**config.mk**
```make
export PLATFORM = sky130hd
export DESIGN_NAME = gs_mem_arbiter
export DESIGN_NICKNAME = d
export VERILOG_FILES = /design/src/rtl/gs_mem_arbiter.sv
export SDC_FILE = /design/constraint.sdc
export NUM_CORES = 1
export LEC_CHECK = 0
export ABC_AREA = 1
export ABC_CLOCK_PERIOD_IN_PS = 3400
export CAP_MARGIN = 10
export CORE_UTILIZATION = 45
export DETAILED_ROUTE_END_ITERATION = 10
export PLACE_DENSITY_LB_ADDON = 0.3
export SETUP_SLACK_MARGIN = 0.02
export SLEW_MARGIN = 20
export SYNTH_ARGS = -nofsm -noshare
export SYNTH_HDL_FRONTEND = slang
export SYNTH_SLANG_ARGS = --single-unit
```
**constraint.sdc**
```tcl
create_clock -name clk12mhz -period 3.4 [get_ports clk12mhz]
set_clock_uncertainty 0.1 [all_clocks]
set_input_delay 0.34 -clock clk12mhz [delete_from_list [all_inputs] [get_ports clk12mhz]]
set_output_delay 0.34 -clock clk12mhz [all_outputs]
set_load 0.01 [all_outputs]
```
**src/rtl/gs_mem_arbiter.sv**
```systemverilog
// gs_mem_arbiter: shares one async SRAM between the host loader port and the
// General Sound Z80 bus. Every access is sequenced as setup/strobe/latch/release.
// While a GS access is outstanding, the Z80 is held off through WAIT_n.
// Build option: define ARB_FIXED_PRIO_EN to make GS win every tie.
// When it is undefined, ties alternate round-robin.
module gs_mem_arbiter #(
    parameter int AW      = 21,
    parameter int DW      = 8,
    parameter int ACC_CYC = 2
) (
    input  logic          clk12mhz,
    input  logic          rst,
    input  logic          h_req,
    input  logic          h_we,
    input  logic [AW-1:0] h_addr,
    input  logic [DW-1:0] h_wdata,
    output logic [DW-1:0] h_rdata,
    output logic          h_ack,
    input  logic          g_mrd,
    input  logic          g_mwr,
    input  logic [AW-1:0] g_addr,
    input  logic [DW-1:0] g_wdata,
    output logic [DW-1:0] g_rdata,
    output logic          g_wait_n,
    output logic [AW-1:0] sram_addr,
    output logic [DW-1:0] sram_dq_o,
    output logic          sram_dq_oe,
    input  logic [DW-1:0] sram_dq_i,
    output logic          sram_ce_n,
    output logic          sram_oe_n,
    output logic          sram_we_n
);

    localparam logic [1:0] S_IDLE   = 2'd0;
    localparam logic [1:0] S_SETUP  = 2'd1;
    localparam logic [1:0] S_ACCESS = 2'd2;
    localparam logic [1:0] S_DONE   = 2'd3;

    localparam logic GNT_HOST = 1'b0;
    localparam logic GNT_GS   = 1'b1;

    localparam logic [3:0] ACC_LAST = 4'(ACC_CYC - 1);

    logic [1:0]    state;
    logic [3:0]    acc_cnt;
    logic          cur_gs;
    logic          cur_we;
    logic          last_grant;
    logic          g_served;
    logic          g_pend;
    logic          grant_gs;
    logic [DW-1:0] wdata_q;

    // GS pending/wait and the arbitration decision made in IDLE
    always_comb begin
        g_pend   = (g_mrd | g_mwr) & ~g_served;
        g_wait_n = ~g_pend;
`ifdef ARB_FIXED_PRIO_EN
        grant_gs = g_pend;
`else
        grant_gs = g_pend & (~h_req | (last_grant == GNT_HOST));
`endif
    end

    // SRAM strobes decoded from the access phase; write data is held through DONE
    always_comb begin
        sram_ce_n  = ~((state == S_SETUP) | (state == S_ACCESS));
        sram_oe_n  = ~((state == S_ACCESS) & ~cur_we);
        sram_we_n  = ~((state == S_ACCESS) & cur_we);
        sram_dq_oe = cur_we & (state != S_IDLE);
        sram_dq_o  = wdata_q;
    end

    // Access sequencer, grant registers, read-data latches and GS served flag
    always_ff @(posedge clk12mhz or posedge rst) begin
        if (rst) begin
            state      <= S_IDLE;
            acc_cnt    <= '0;
            cur_gs     <= 1'b0;
            cur_we     <= 1'b0;
            last_grant <= GNT_HOST;
            g_served   <= 1'b0;
            sram_addr  <= '0;
            wdata_q    <= '0;
            h_rdata    <= '0;
            g_rdata    <= '0;
            h_ack      <= 1'b0;
        end else begin
            h_ack <= 1'b0;
            // served flag follows the Z80 strobe, so a strobe dropped mid-access never leaves it set
            if (!g_mrd && !g_mwr)
                g_served <= 1'b0;
            case (state)
                S_IDLE: begin
                    if (g_pend || h_req) begin
                        cur_gs     <= grant_gs;
                        last_grant <= grant_gs ? GNT_GS : GNT_HOST;
                        cur_we     <= grant_gs ? g_mwr : h_we;
                        sram_addr  <= grant_gs ? g_addr : h_addr;
                        wdata_q    <= grant_gs ? g_wdata : h_wdata;
                        state      <= S_SETUP;
                    end
                end
                S_SETUP: begin
                    acc_cnt <= ACC_LAST;
                    state   <= S_ACCESS;
                end
                S_ACCESS: begin
                    if (acc_cnt == 4'd0) begin
                        state <= S_DONE;
                        if (cur_gs) begin
                            if (g_mrd || g_mwr)
                                g_served <= 1'b1;
                            if (!cur_we)
                                g_rdata <= sram_dq_i;
                        end else begin
                            h_ack <= 1'b1;
                            if (!cur_we)
                                h_rdata <= sram_dq_i;
                        end
                    end else begin
                        acc_cnt <= acc_cnt - 4'd1;
                    end
                end
                default: begin
                    state <= S_IDLE;
                end
            endcase
        end
    end

endmodule

```
==> results of run 1 <==
[how the worst max path moves through the flow]
stage | cells past startpoint | slack [ns] | start | end
2_1_floorplan | 1 | 1.62 | rst | acc_cnt[0]$_DFFE_PP0P_
3_3_place_gp | 9 | 0.94 | g_mwr | sram_addr[18]$_DFFE_PP0P_
3_5_place_dp | 9 | 0.83 | g_mwr | sram_dq_o[1]$_DFFE_PP0P_
4_1_cts | 5 | 1.11 | g_mwr | g_wait_n
5_1_grt | 9 | 0.96 | g_mwr | sram_addr[1]$_DFFE_PP0P_
6_report | 5 | 1.10 | g_mwr | g_wait_n
[report_power, final]
part           internal [mW]  switching, mW
clock network          0.239          0.213
registers              0.970          0.188
logic                  0.940           1.03
[worst register-to-register path: stages (launching register included)]
cell and delay, ns:
dfrtp_1 0.38, inv_1 0.05, buf_4 0.31, nand2_2 0.16, nand2_1 0.09, nand2_1 0.32, buf_4 0.35, nand2_1 0.09
nand2_1 0.05
[area by class of cell]
class,instances,area [um2]
inverter,25,93.8
fill,469,1790
clock inverter,2,35.0
clock buffer,6,82.6
tap,75,93.8
multi-input combinational,266,1250
sequential,55,1380
timing repair buffer,129,1270
[sequential cells by signal, summed over array words and instances, names as in the netlist]
register,flops
sram_addr,21
g_rdata,8
h_rdata,8
sram_dq_o,8
acc_cnt,4
state,2
cur_gs,1
cur_we,1
g_served,1
h_ack,1
[synth_stat cells]
master      n  area share
dfrtp_1    55        0.48
nand3_2     3       0.011
clkbuf_1    2      0.0026
a21oi_2     1      0.0031
o21ai_1     8       0.014
nand2_2     5       0.011
xnor2_1     1      0.0031
ha_1        6       0.026
nand3_1     9       0.016
buf_4       7       0.018
o21ai_2     8       0.025
inv_2       2      0.0026
nand2_1   183        0.24
o21ai_0     4      0.0070
nor2_1      3      0.0040
inv_1      23       0.030
nand4_1    31       0.068
nor2_4      1      0.0040
nor3_1      1      0.0018
a21oi_1     1      0.0018
buf_2      10       0.018
a21boi_0    1      0.0026
buf_6       1      0.0040
[kinds of logic (layout without fill, tap and decap cells)]
logic type      after synthesis  count (layout)  share of synthesized area
compound gates               23              23                     0.0533
xor+xnor                      1               1                    0.00308
fa+ha+maj                     6               6                     0.0264
flops                        55              55                      0.484
simple gates                236             236                      0.357
buf+inv                      45             162                     0.0757
[layer usage]
metal | GRT usage | wire length [um] | vias up | part of all wire
met5 | 0 | 0 | - | 0
met2 | 0.410 | 3680 | 116 | 0.47
met1 | 0.288 | 3220 | 1270 | 0.41
met4 | 0.104 | 166 | 0 | 0.021
met3 | 0.0722 | 741 | 18 | 0.095
li1 | - | - | 1390 | -
==> run summary, run 1 <==
status = complete, no violations
overflow left after global routing = 0
Vias/cell = 5.01
warnings from Yosys = 0
total global-route track usage = 0.244
Period minus WS final = 2.30 ns
first-pass GRT wire length = 12,400 um
r2r endpoint = sram_dq_o[1]$_DFFE_PP0P_
worst relative slew slack = 0.603
routed via count = 2,794
Initial Util = 0.474
fin crit share = 0.677
die area = 6640 um2
fin util = 0.702
crit path cell chain = clkdlybuf4s50_1 > inv_1 > nand2_2 > nand2_2 > clkdlybuf4s50_1
Seq/Total Area, Yosys = 0.484
Detailed Place HPWL = 5590 um
dpl cells = 550
gpl congestion = 0.847
CP Capture Type = output pin
first drt pass iteration count = 4
crit path max fanout = 19
insertion delay to the later sink of the worst-skew pair = 0.30 ns
Seq cells post-synth = 55
final setup fails = 0
IO buf count = 122
Worst VDD drop = 0.492 mV
mean routed wirelength per cell = 14.0 um
vias in the first global route = 2,774
Max Root-Sink Buffers = 2
Unique masters post-synth = 23
Post-Place Worst Slack = 0.826 ns
Sink Count = 55
non-filler cells, final = 558
Startpoint Class = primary input
highest-count cells in the layout ignoring fill and taps = nand2_1, clkdlybuf4s50_1, dfrtp_1
flop2flop setup slack = 1.42 ns
Fin Hold WS = 0.233 ns
Fmax = 434 MHz
Worst Setup Slack, final = 1.10 ns
Mapped Cells = 366
post-route ant nets = 0
maximum level of the CTS H-tree = 2
Layout area overhead = 48.0%
Ant. Diodes = 0
Max Cap Violations = 0
Core Region = 5990 um2
Rows = 28
Register-to-Register Path Depth = 8
Slew Limit Fails = 0
RSZ-0062 raised after global routing = no
clock-pin slew on the worst setup and hold paths = 0.09 ns
dpl cell area = 4090 um2
net count after synthesis = 444
Die Width = 81.5 um
cts bufs inserted = 5
critical path required time = 2.96 ns
Die H = 81.5 um
DRC = 0
Pleak = 2.12 nW
FF-to-FF Start = g_served$_DFF_PP0_
Arrival @ worst endpoint = 1.86 ns
CP max stage delay = 0.57 ns
nets@finish = 560
delay-heaviest family, CP = buffers and inverters
layout cells sized above 1 = 0.0745
initial antenna violation count = 0
Critical Path Slowest Stage Cell = clkdlybuf4s50_1
number of DRC markers in iteration 0 = 162
largest net degree at the start of global routing = 34
pwr dens = 852 nW/um2
Avg Inst Size Synth = 7.76 um2
# resized after CTS = 0
endpoints failing hold = 0
hold_buf cts = 0
Tightest Hold Check Type = in2async
commonest non-fill, non-tap cell in the layout = nand2_1
final instance area = 4210 um2
Setup Buffers After CTS = 0
Post-Syn Area = 2840 um2
setup_tns = 0 ns
count of buffer and inverter cells on the critical path = 3
final WL = 7810 um
Total Power = 3.58 mW
Clock Tree Root = clkbuf_8
CTS tree = yes
IO Count = 123
CP Class = in2out
Worst Max-Slew Pin Slew = 0.595 ns
Note: power is estimated with default switching activity, not from simulation.
==> run 2, diff against run 1 <==
--- a/config.mk
+++ b/config.mk
@@ -6,9 +6,9 @@
 export NUM_CORES = 1
 export LEC_CHECK = 0
 export ABC_AREA = 1
-export ABC_CLOCK_PERIOD_IN_PS = 3400
+export ABC_CLOCK_PERIOD_IN_PS = 1870
 export CAP_MARGIN = 10
-export CORE_UTILIZATION = 45
+export CORE_UTILIZATION = 38
 export DETAILED_ROUTE_END_ITERATION = 10
 export PLACE_DENSITY_LB_ADDON = 0.3
 export SETUP_SLACK_MARGIN = 0.02
==> constraint.sdc (replaced) <==
create_clock -name clk12mhz -period 1.87 [get_ports clk12mhz]
set_clock_uncertainty 0.1 [all_clocks]
set_input_delay 0.187 -clock clk12mhz [delete_from_list [all_inputs] [get_ports clk12mhz]]
set_output_delay 0.187 -clock clk12mhz [all_outputs]
set_load 0.01 [all_outputs]
==> run 2 against run 1 <==
Hold slack got worse by 0.15 ns. Final area increased by 2.1%. Worst setup slack got worse by 0.97 ns. Critical path depth down 2. Critical path type is now reg2out. Sequential power grew 81%. Routed wire length is 1.3% lower. Sequential share of layout area down 0.66 points. Non-clock buffer count increased by 8. Count of clock-buffer cells in the layout rose by 1. Sequential cell count stayed put. Cell count increased by 5.7%.
==> run summary, run 2 (same netlist as run 1, synthesis figures left out) <==
switching power share of the total = 0.407 (+0.00677)
Fmax = 574 MHz
max reg flops = 21 (unchanged)
first drt pass iteration count = 4 (unchanged)
sequential share of power = 0.324 (about the same)
Vias/cell = 4.68 (-6.5%)
Die Width = 88.5 um (+8.6%)
initial antenna violation count = 0 (unchanged)
post-route ant nets = 0 (unchanged)
register area = 1380 um2 (unchanged)
IO Count = 123 (unchanged)
nets@finish = 568 (+1.4%)
Tightest Hold Check Type = in2async
Logic pwr share = 0.577 (+0.026)
Max Root-Sink Buffers = 2 (unchanged)
CTS tree = yes
insertion delay to the later sink of the worst-skew pair = 0.30 ns (about the same)
Layout area overhead = 51.0%
dpl cells = 579 (+5.3%)
IO buf count = 122 (unchanged)
die area = 7830 um2 (+18%)
Biggest register = sram_addr
Sink Count = 55 (unchanged)
critical path required time = 1.58 ns (-1.38 ns)
Startpoint Class = register
total global-route track usage = 0.199 (-0.0451)
Total Power = 6.46 mW (+80%)
gpl congestion = 0.774 (-8.6%)
number of DRC markers in iteration 0 = 121 (-25%)
vias in the first global route = 2,624 (-5.4%)
RSZ-0062 raised after global routing = no
Initial Util = 0.392 (-0.0826)
pwr dens = 1510 nW/um2 (+77%)
non-filler cells, final = 590 (+5.7%)
Max Cap Violations = 0 (unchanged)
Ant. Diodes = 0 (unchanged)
Critical Path Slowest Stage Cell = clkdlybuf4s50_1
final setup fails = 0 (unchanged)
fin crit share = 0.931
CP max stage delay = 0.50 ns (-0.07 ns)
CP Class = reg2out
crit path max fanout = 6 (-13)
commonest non-fill, non-tap cell in the layout = nand2_1
Clock Tree Root = clkbuf_8
Worst Max-Slew Pin Slew = 0.376 ns (-0.219 ns)
clock-pin slew on the worst setup and hold paths = 0.09 ns (about the same)
cts bufs inserted = 5 (unchanged)
first-pass GRT wire length = 12,100 um (-2.0%)
delay-heaviest family, CP = buffers and inverters
Pleak = 2.15 nW (+1.5%)
Clk pwr share = 0.098 (-0.028)
Fill cells = 663 (+41%)
overflow left after global routing = 0 (unchanged)
multi-input logic area = 1260 um2 (+1.0%)
CP Capture Type = output pin
mean routed wirelength per cell = 13.1 um (-6.6%)
crit path cell chain = inv_1 > nand2_2 > clkdlybuf4s50_1
Switch Pwr = 2.63 mW (+83%)
routed via count = 2,763 (-1.1%)
DRC = 0 (unchanged)
Arrival @ worst endpoint = 1.45 ns (-0.41 ns)
fin util = 0.592 (-0.110)
Rows = 31 (+11%)
Core Region = 7250 um2 (+21%)
Detailed Place HPWL = 5460 um (-2.2%)
setup_tns = 0 ns (unchanged)
highest-count cells in the layout ignoring fill and taps = nand2_1, clkdlybuf4s50_1, dfrtp_1
worst relative slew slack = 0.749 (+0.146)
layout cells sized above 1 = 0.0896 (+0.0151)
Worst VDD drop = 0.767 mV (+56%)
Slew Limit Fails = 0 (unchanged)
maximum level of the CTS H-tree = 2 (unchanged)
count of buffer and inverter cells on the critical path = 2 (-1)
Die H = 88.5 um (+8.6%)
Int Pwr = 3.83 mW (+78%)
final WL = 7710 um (-1.3%)
status = complete, no violations
endpoints failing hold = 0 (unchanged)
largest net degree at the start of global routing = 40 (+18%)
Period minus WS final = 1.74 ns
run 2: repair_timing:
item,4_1_cts,5_1_grt
resized for setup,7,0
hold buffers,0,0
setup buffers,3,0
setup endpoints to repair,4,0
run 2: through the flow:
step / instance area (um2) / hold slack, ns / setup WS [ns]
2_1_floorplan: 2840 / 0.248 / 0.240
3_3_place_gp: 4180 / 0.361 / 0.135
3_5_place_dp: 4180 / 0.364 / 0.159
4_1_cts: 4290 / 0.0782 / 0.103
5_1_grt: 4290 / 0.107 / 0.0748
6_report: 4290 / 0.0788 / 0.129
run 2: area by class of cell:
type / instances / share of cell area
Tap cell: 99 / 0.0289
Multi-Input combinational cell: 266 / 0.294
Timing Repair Buffer: 137 / 0.315
Clock buffer: 7 / 0.0178
Sequential cell: 55 / 0.321
Clock inverter: 1 / 0.00117
Inverter: 25 / 0.0219
run 2: layer usage:
metal	share of wire	routed length [um]	vias up	global-route usage
met5	0	0	-	0
met1	0.42	3260	1253	0.248
met4	0.0066	51	0	0.0469
li1	-	-	1409	-
met2	0.47	3610	95	0.334
met3	0.10	787	6	0.0662
run 2: final timing paths:
kind / start / endpoint / slack [ns] / cells past startpoint
worst max register to register: acc_cnt[0]$_DFFE_PP0P_ / g_rdata[3]$_DFFE_PP0P_ / 0.25 / 7
max in group asynchronous: rst / h_ack$_DFF_PP0_ / 1.07 / 3
worst min-delay path: rst / g_rdata[3]$_DFFE_PP0P_ / 0.08 / 2
min in group clk12mhz: sram_dq_i[1] / h_rdata[1]$_DFFE_PP0P_ / 0.35 / 3
worst min register to register: sram_addr[11]$_DFFE_PP0P_ / sram_addr[11]$_DFFE_PP0P_ / 0.39 / 2
worst max-delay path: g_served$_DFF_PP0_ / g_wait_n / 0.13 / 3
run 2: power groups by stage:
stage	clock (mW)	sequential, mW	combinational (mW)
after floorplan	0	2.31	1.83
after global placement	0	2.10	3.64
after detailed placement	0	2.11	3.71
after CTS	0.664	2.09	3.77
after global routing	0.713	2.16	4.16
final	0.635	2.10	3.73
